--- src/rtl/mmu_pkg.sv ---
// Shared definitions for the Sv39-style page-table walker: PTE bit layout,
// walker state encoding, address-field widths and VPN extraction.
package mmu_pkg;

    localparam int PTE_V       = 0;
    localparam int PTE_R       = 1;
    localparam int PTE_W       = 2;
    localparam int PTE_X       = 3;
    localparam int PTE_D       = 7;
    localparam int PTE_PPN_LSB = 10;
    localparam int PTE_PPN_MSB = 53;

    localparam int VPN_W = 9;
    localparam int PPN_W = 44;

    typedef enum logic [2:0] {
        IDLE  = 3'd0,
        REQ   = 3'd1,
        WAIT  = 3'd2,
        DRAIN = 3'd3,
        DONE  = 3'd4,
        FAULT = 3'd5
    } walk_state_e;

    // VPN field of the virtual address indexing the table at the given level.
    function automatic logic [VPN_W-1:0] vpn_of(input logic [63:0] va, input logic [1:0] level);
        logic [VPN_W-1:0] vpn;
        case (level)
            2'd2:    vpn = va[38:30];
            2'd1:    vpn = va[29:21];
            default: vpn = va[20:12];
        endcase
        return vpn;
    endfunction

endpackage

--- src/rtl/pte_decode.sv ---
// Combinational PTE classifier: validity, leaf detection, superpage
// alignment check and PPN extraction for the current walk level.
module pte_decode
    import mmu_pkg::*;
(
    input  logic [63:0]      pte,
    input  logic [1:0]       level,
    output logic             is_invalid,
    output logic             is_leaf,
    output logic             is_misaligned,
    output logic [PPN_W-1:0] ppn
);

    logic unused_bits;

    assign unused_bits = ^{pte[63:54], pte[9:8], pte[6:4]};
    assign ppn         = pte[PTE_PPN_MSB:PTE_PPN_LSB];
    assign is_leaf     = pte[PTE_R] | pte[PTE_X];
    assign is_invalid  = ~pte[PTE_V] | (~pte[PTE_R] & pte[PTE_W]);

    // A superpage leaf must have its low PPN bits clear at its level.
    always_comb begin
        is_misaligned = 1'b0;
        case (level)
            2'd2:    is_misaligned = is_leaf & (ppn[17:0] != 18'd0);
            2'd1:    is_misaligned = is_leaf & (ppn[8:0] != 9'd0);
            default: is_misaligned = 1'b0;
        endcase
    end

endmodule

--- src/rtl/page_table_walker.sv ---
// Three-level hardware page-table walker: issues PTE reads, descends pointer
// entries, and produces a 4 KiB TLB fill or a page-fault pulse.
module page_table_walker
    import mmu_pkg::*;
(
    input  logic             clk,
    input  logic             reset,
    input  logic             start,
    input  logic [63:0]      va,
    input  logic [PPN_W-1:0] satp_ppn,
    input  logic             abort,
    output logic             mem_req,
    output logic [63:0]      mem_addr,
    input  logic             mem_ack,
    input  logic [63:0]      mem_data,
    output logic             busy,
    output logic             fault,
    output logic             replace,
    output logic [63:0]      replace_va,
    output logic [63:0]      replace_pa,
    output logic             replace_dirty,
    output logic             replace_readable,
    output logic             replace_writable
);

    walk_state_e      state, state_next;
    logic [1:0]       level, level_next;
    logic [63:0]      addr_next;
    logic [63:0]      va_r;
    logic [63:0]      fill_pa;
    logic             load_fill;
    logic             is_invalid, is_leaf, is_misaligned;
    logic [PPN_W-1:0] ppn;

    pte_decode u_pte_decode (
        .pte           (mem_data),
        .level         (level),
        .is_invalid    (is_invalid),
        .is_leaf       (is_leaf),
        .is_misaligned (is_misaligned),
        .ppn           (ppn)
    );

    // Superpage leaves are split into the 4 KiB page containing the VA.
    always_comb begin
        fill_pa = 64'd0;
        case (level)
            2'd2:    fill_pa = {8'd0, ppn[43:18], va_r[29:12], 12'd0};
            2'd1:    fill_pa = {8'd0, ppn[43:9], va_r[20:12], 12'd0};
            default: fill_pa = {8'd0, ppn, 12'd0};
        endcase
    end

    // Next-state, next-level and next-address logic for the walk.
    always_comb begin
        state_next = state;
        level_next = level;
        addr_next  = mem_addr;
        load_fill  = 1'b0;
        case (state)
            IDLE: begin
                if (start) begin
                    state_next = REQ;
                    level_next = 2'd2;
                    addr_next  = {8'd0, satp_ppn, va[38:30], 3'b000};
                end else begin
                    state_next = IDLE;
                end
            end
            REQ: begin
                if (abort) begin
                    state_next = IDLE;
                end else begin
                    state_next = WAIT;
                end
            end
            WAIT: begin
                if (abort) begin
                    state_next = mem_ack ? IDLE : DRAIN;
                end else if (!mem_ack) begin
                    state_next = WAIT;
                end else if (is_invalid) begin
                    state_next = FAULT;
                end else if (is_leaf) begin
                    state_next = is_misaligned ? FAULT : DONE;
                    load_fill  = ~is_misaligned;
                end else if (level == 2'd0) begin
                    state_next = FAULT;
                end else begin
                    state_next = REQ;
                    level_next = level - 2'd1;
                    addr_next  = {8'd0, ppn, vpn_of(va_r, level - 2'd1), 3'b000};
                end
            end
            DRAIN: begin
                if (mem_ack) begin
                    state_next = IDLE;
                end else begin
                    state_next = DRAIN;
                end
            end
            DONE:    state_next = IDLE;
            FAULT:   state_next = IDLE;
            default: state_next = IDLE;
        endcase
    end

    // Walk state, level, request address and sampled VA.
    always_ff @(posedge clk or posedge reset) begin
        if (reset) begin
            state    <= IDLE;
            level    <= 2'd2;
            mem_addr <= 64'd0;
            va_r     <= 64'd0;
        end else begin
            state    <= state_next;
            level    <= level_next;
            mem_addr <= addr_next;
            if (state == IDLE && start) begin
                va_r <= va;
            end
        end
    end

    // Fill record captured when a valid aligned leaf arrives.
    always_ff @(posedge clk or posedge reset) begin
        if (reset) begin
            replace_va       <= 64'd0;
            replace_pa       <= 64'd0;
            replace_dirty    <= 1'b0;
            replace_readable <= 1'b0;
            replace_writable <= 1'b0;
        end else if (load_fill) begin
            replace_va       <= va_r;
            replace_pa       <= fill_pa;
            replace_dirty    <= mem_data[PTE_D];
            replace_readable <= mem_data[PTE_R];
            replace_writable <= mem_data[PTE_W];
        end
    end

    // Pulses are gated by abort so a flush in DONE/FAULT cancels them.
    assign mem_req = (state == REQ) || (state == WAIT);
    assign busy    = (state != IDLE);
    assign replace = (state == DONE) && !abort;
    assign fault   = (state == FAULT) && !abort;

endmodule

--- config.mk ---
export PLATFORM = sky130hd
export DESIGN_NAME = page_table_walker
export DESIGN_NICKNAME = d
export VERILOG_FILES = /design/src/rtl/mmu_pkg.sv /design/src/rtl/pte_decode.sv /design/src/rtl/page_table_walker.sv
export SDC_FILE = /design/constraint.sdc
export NUM_CORES = 1
export LEC_CHECK = 0
export ABC_AREA = 1
export BUFFER_PORTS_ARGS = -buffer_cell sky130_fd_sc_hd__buf_4
export CAP_MARGIN = 40
export CORE_ASPECT_RATIO = 0.9
export CORE_UTILIZATION = 45
export CTS_BUF_LIST = sky130_fd_sc_hd__clkbuf_16
export CTS_CLUSTER_DIAMETER = 30
export DETAILED_ROUTE_END_ITERATION = 7
export HOLD_SLACK_MARGIN = 0.02
export PLACE_DENSITY = 0.7
export SETUP_SLACK_MARGIN = 0.1
export SYNTH_ARGS = -nofsm -noshare
export SYNTH_HDL_FRONTEND = slang
export SYNTH_SLANG_ARGS = --single-unit
export TNS_END_PERCENT = 5
--- constraint.sdc ---
create_clock -name clk -period 11.14 [get_ports clk]
set_clock_uncertainty 0.2 [all_clocks]
set_input_delay 1.671 -clock clk [delete_from_list [all_inputs] [get_ports clk]]
set_output_delay 1.671 -clock clk [all_outputs]
set_load 0.02 [all_outputs]
==> reports/metrics.csv, run 1 <==
metric,value,unit
vdd.ir_drop.worst,0.000172,V
avgViaCountPerCell,5.28,
core-area,22700,um2
fmax,237,MHz
cts_max_path_buffers,3,
drtIter0Drc,1008,
initial_core_util,0.464,
gp_congestion,0.858,
diodes,0,
worstPathRequired,9.27,ns
grt_overflow,0,
pre_cts_ws,6.90,ns
finalSetupViolations,0,
crit_type,in -> out,
grt_pass1_wl,53.1,mm
seq_area_frac_synth,0.554,
die-area,24000,um2
first_pass_iters,5,
tightest_slew,0.926,ns
yosysWarnings,0,
end_kind,output port,
hold_buffers,0,
cts-resized-gates,0,
pin_count,376,
rsz0062_at_grt,false,
min_period_over_period,0.379,
synth_top_area_cell,dfrtp_1,
grt_max_degree,101,
cp-start-kind,primary input,
synth-edff-count,0,
min_path_type,reg -> reg,
antenna_found_initial,0,
static-leakage-power,8.05,nW
final.fill_count,1986,
cts_tree,built,
num_rows,52,
die-height,147,um
whs,0.268,ns
synth_top_cell_area_share,0.551,
powerDensity,312,nW/um2
critPathArrivalTime,2.36,ns
drc,0,
clock_latency,0.52,ns
synth_area,10500,um2
status,"complete, no violations",
synth.distinct_cells,28,
post_cts_buffers,0,
grt_pass1_vias,9553,
min_period,4.23,ns
synth_common_cells,"nand2_1 (526), dfrtp_1 (232), nand4_1 (112)",
cts.sinks,233,
cts_buffers,51,
tns,0,ns
fp.dieW,163,um
synthCells,1249,
dp_hpwl,21.8,mm
num_vias,10000,
layout.nets,1740,
cts_root_buf,clkbuf_16,
drtAntennaViolNets,0,
path_max_fanout,6,
wl,34.0,mm
hold_violations,0,
io_buffers,329,
synth.area.top_cells,"dfrtp_1 (55%), nand2_1 (19%), nand4_1 (6.7%)",
syn_area_per_cell,8.43,um2
area_growth,40.0,%
wl_per_cell,17.9,um
cts.clk_slew.worst_paths,0.05,ns
slew_headroom,0.382,
finalWorstSetupSlack,6.91,ns
async_reset_ff_frac,1.00,
slew_violations,0,
drive_above_1_share,0.284,
power,4.61,mW
cts-htree-levels,2,
grt_usage,0.281,
ys.flop_type,dfrtp_1,
yosys.cell_count.top_type,nand2_1,
drv_cap,0,
ys_ff_latch,233,
[per-stage QoR]
stage                     instances  utilization  cell area, um2
after global routing           1894        0.649           14700
after floorplan                1279            -           10600
after global placement         1799        0.572           13000
after detailed placement       1803        0.576           13100
after CTS                      1894        0.649           14700
final                          1894        0.649           14700
[final cells by class]
| class | count | area (um2) | area share |
|---|---|---|---|
| multi-input cells | 866 | 3980 | 0.270 |
| repair buffers | 347 | 2660 | 0.181 |
| clock buffers | 51 | 1280 | 0.0866 |
| clock inverters | 40 | 385 | 0.0261 |
| inverters | 60 | 233 | 0.0158 |
| flip-flops and latches | 233 | 5830 | 0.396 |
| well taps | 297 | 372 | 0.0252 |
[cell usage in the layout (no fill, tap or decap), types with 2 or more instances in the layout]
cell type and n:
nor2_1 21, or2_2 26, conb_1 31, clkinv_1 14, clkinvlp_4 3, o211ai_1 44
o21ai_0 58, ha_1 4, nand4_1 112, inv_1 61, nor4_1 2, inv_2 5
nand3_1 25, buf_4 343, buf_12 3, dfrtp_1 232, nand2_1 525, clkbuf_16 51
clkinv_2 7, bufinv_16 8, o22ai_1 9
[layer usage]
metal | global-route usage | part of all wire | vias up
met3 | 0.0703 | 0.093 | 77
met2 | 0.440 | 0.47 | 448
met1 | 0.382 | 0.41 | 4801
met4 | 0.0916 | 0.027 | 0
met5 | 0 | 0 | -
li1 | - | - | 4674
[sequential cells by signal (all words and copies together), names as in the netlist]
name,cells
replace_va,64
va_r,64
mem_addr,53
replace_pa,44
state,3
level,2
replace_dirty,1
replace_readable,1
replace_writable,1
[cells by family (layout without fill, tap and decap cells)]
kind of cell | count (synthesis) | count (layout) | synth area share
AOI/OAI and AO/OA | 116 | 116 | 0.0670
and+or+nand+nor | 715 | 715 | 0.293
other | 1 | 31 | 0.000356
buffers and inverters | 180 | 498 | 0.0813
DFF | 233 | 233 | 0.554
adders and majority gates | 4 | 4 | 0.00475
[critical path: stages]
cell    delay, ns
buf_4        0.14
nor4_1       0.33
buf_4        0.22
[power breakdown]
group | switching, mW | internal, mW
clock | 0.450 | 1.00
combinational | 1.14 | 0.606
sequential | 0.215 | 1.20
[worst paths after layout]
path / cells after the start / slack [ns] / start / endpoint
max in group asynchronous: 4 / 8.41 / reset / mem_addr[9]
min reg2reg: 2 / 0.27 / replace_pa[23] / replace_pa[23]
min in group asynchronous: 2 / 1.06 / reset / replace_pa[53]
max reg2reg: 11 / 7.25 / level[1] / replace_va[51]
max: 3 / 6.91 / abort / replace
min: 2 / 0.27 / replace_pa[23] / replace_pa[23]
Note: power is estimated with default switching activity, not from simulation.
==> run 2, diff against run 1 <==
--- a/config.mk
+++ b/config.mk
@@ -14,7 +14,7 @@
 export CTS_CLUSTER_DIAMETER = 30
 export DETAILED_ROUTE_END_ITERATION = 7
 export HOLD_SLACK_MARGIN = 0.02
-export PLACE_DENSITY = 0.7
+export PLACE_DENSITY = 0.73
 export SETUP_SLACK_MARGIN = 0.1
 export SYNTH_ARGS = -nofsm -noshare
 export SYNTH_HDL_FRONTEND = slang
==> constraint.sdc (replaced) <==
create_clock -name clk -period 3.5 [get_ports clk]
set_clock_uncertainty 0.2 [all_clocks]
set_input_delay 0.525 -clock clk [delete_from_list [all_inputs] [get_ports clk]]
set_output_delay 0.525 -clock clk [all_outputs]
set_load 0.02 [all_outputs]
==> run 2 against run 1 <==
Effect of this change: count of clock-buffer cells in the layout shrank 2; non-clock buffer count grew 66; final cell count grew 3.2%; via count grew 3.7%; register-to-register slack lost 6.4 ns; routed wire length grew 3.5%; hold slack lost 0.24 ns; sequential share of layout area shrank 1.7 points; sequential cell count is the same.
==> reports/metrics.csv, run 2 (same netlist as run 1, synthesis figures left out) <==
metric,value,unit
min_period,2.65,ns
powerDensity,955,nW/um2
cts_buffers,47,
cp_slowest_stage_delay,0.54,ns
min_period_over_period,0.758,
cts_max_path_buffers,3,
cts_root_buf,clkbuf_16,
dpl-instance-area,13200,um2
final.fill_count,1815,
first_pass_iters,5,
path_max_fanout,11,
slew_violations,0,
hold_violations,0,
grt_usage,0.294,
num_rows,52,
hold_buffers,57,
pin_count,376,
critPathArrivalTime,2.85,ns
drv_cap,0,
cp_slowest_cell,dfstp_2,
avgViaCountPerCell,5.30,
cp-start-kind,flop,
drc,0,
grt_pass1_vias,10300,
layout.nets,1802,
cp_cell_sequence,"ha_1, clkinv_1, nand2_1, nor2_1, o21ai_0, nand2_1, nand2_1, nand2_1",
drive_above_1_share,0.280,
layout_commonest_cell,nand2_1,
power,14.7,mW
crit_type,reg -> reg,
grt_pass1_wl,55.1,mm
dp.cells,1812,
min_path_type,in -> reg,
slew_headroom,0.583,
drtAntennaViolNets,0,
tns,0,ns
diodes,0,
antenna_found_initial,0,
cts_tree,built,
initial_core_util,0.464,
clock_latency,0.53,ns
num_vias,10400,
cts-htree-levels,2,
finalSetupViolations,0,
cts-resized-gates,0,
area_growth,46.3,%
status,"complete, no violations",
rrSetupSlack,0.85,ns
final_area,15400,um2
die-height,147,um
fp.dieW,163,um
tightest_slew,0.625,ns
drtIter0Drc,758,
die-area,24000,um2
crit_path_frequent_cell,nand2_1,
crit_buf_inv,1,
utilization,0.678,
gp_congestion,0.887,
static-leakage-power,8.32,nW
wl,35.2,mm
core-area,22700,um2
crit_family,simple AND/OR/NAND/NOR gates,
vdd.ir_drop.worst,0.000674,V
worstPathRequired,3.70,ns
rsz0062_at_grt,false,
grt_max_degree,113,
grt_overflow,0,
cts.clk_slew.worst_paths,0.05,ns
fmax,377,MHz
io_buffers,329,
final_cell_mix,"nand2_1 (525), buf_4 (345), dfrtp_1 (232)",
cts.sinks,233,
dp_hpwl,22.5,mm
post_cts_buffers,0,
reg_top3,"replace_va: 64 flops, va_r: 64 flops, mem_addr: 53 flops",
stdcell_count,1955,
wl_per_cell,18.0,um
end_kind,flop,
## run 2: cell types whose count changed in the layout (fill, tap and decap cells not counted), sizes merged
cell / delta
clkbuf: -2
dlygate4sd3: +57
clkinv: -3
buf: +9
clkinvlp: +2
inv: -2
## run 2: path summary, 6_finish.rpt
kind | startpoint | end | cells past startpoint
hold / removal | va[30] | va_r[30] | 3
hold reg to reg | replace_pa[30] | replace_pa[30] | 2
max in group asynchronous | reset | mem_addr[29] | 5
setup reg to reg | level[1] | mem_addr[11] | 8
min in group asynchronous | reset | replace_pa[15] | 3
setup / recovery | level[1] | mem_addr[11] | 8
## run 2: final cells by class
class	count	area [um2]	area share
repair buffers	413	3380	0.219
well taps	297	372	0.0241
clock inverters	37	385	0.0250
inverters	60	229	0.0149
clock buffers	49	1230	0.0796
flip-flops and latches	233	5830	0.379
multi-input cells	866	3980	0.258
## run 2: power by group
group	switching (mW)	internal, mW
registers	0.693	3.81
logic	3.68	2.01
clock network	1.42	3.10
total	5.80	8.91
## run 2: worst reg2reg max path: stages (launching register included)
cell,delay [ns]
dfstp_2,0.54
ha_1,0.42
clkinv_1,0.38
nand2_1,0.35
nor2_1,0.11
o21ai_0,0.33
nand2_1,0.09
nand2_1,0.07
nand2_1,0.05
## run 2: through the flow
step	setup WS [ns]	hold WS [ns]
after global routing	0.645	0.0284
after global placement	0.814	0.255
after detailed placement	0.923	0.259
final	0.846	0.0301
after floorplan	-0.274	0.249
after CTS	0.859	0.0212
## run 2: metal layers
metal  track usage  vias to the layer above  share of wire
met5             0                        -              0
met4         0.114                        0          0.035
met3        0.0723                       93          0.086
met2         0.487                      494           0.48
met1         0.370                     4993           0.39
li1              -                     4790              -
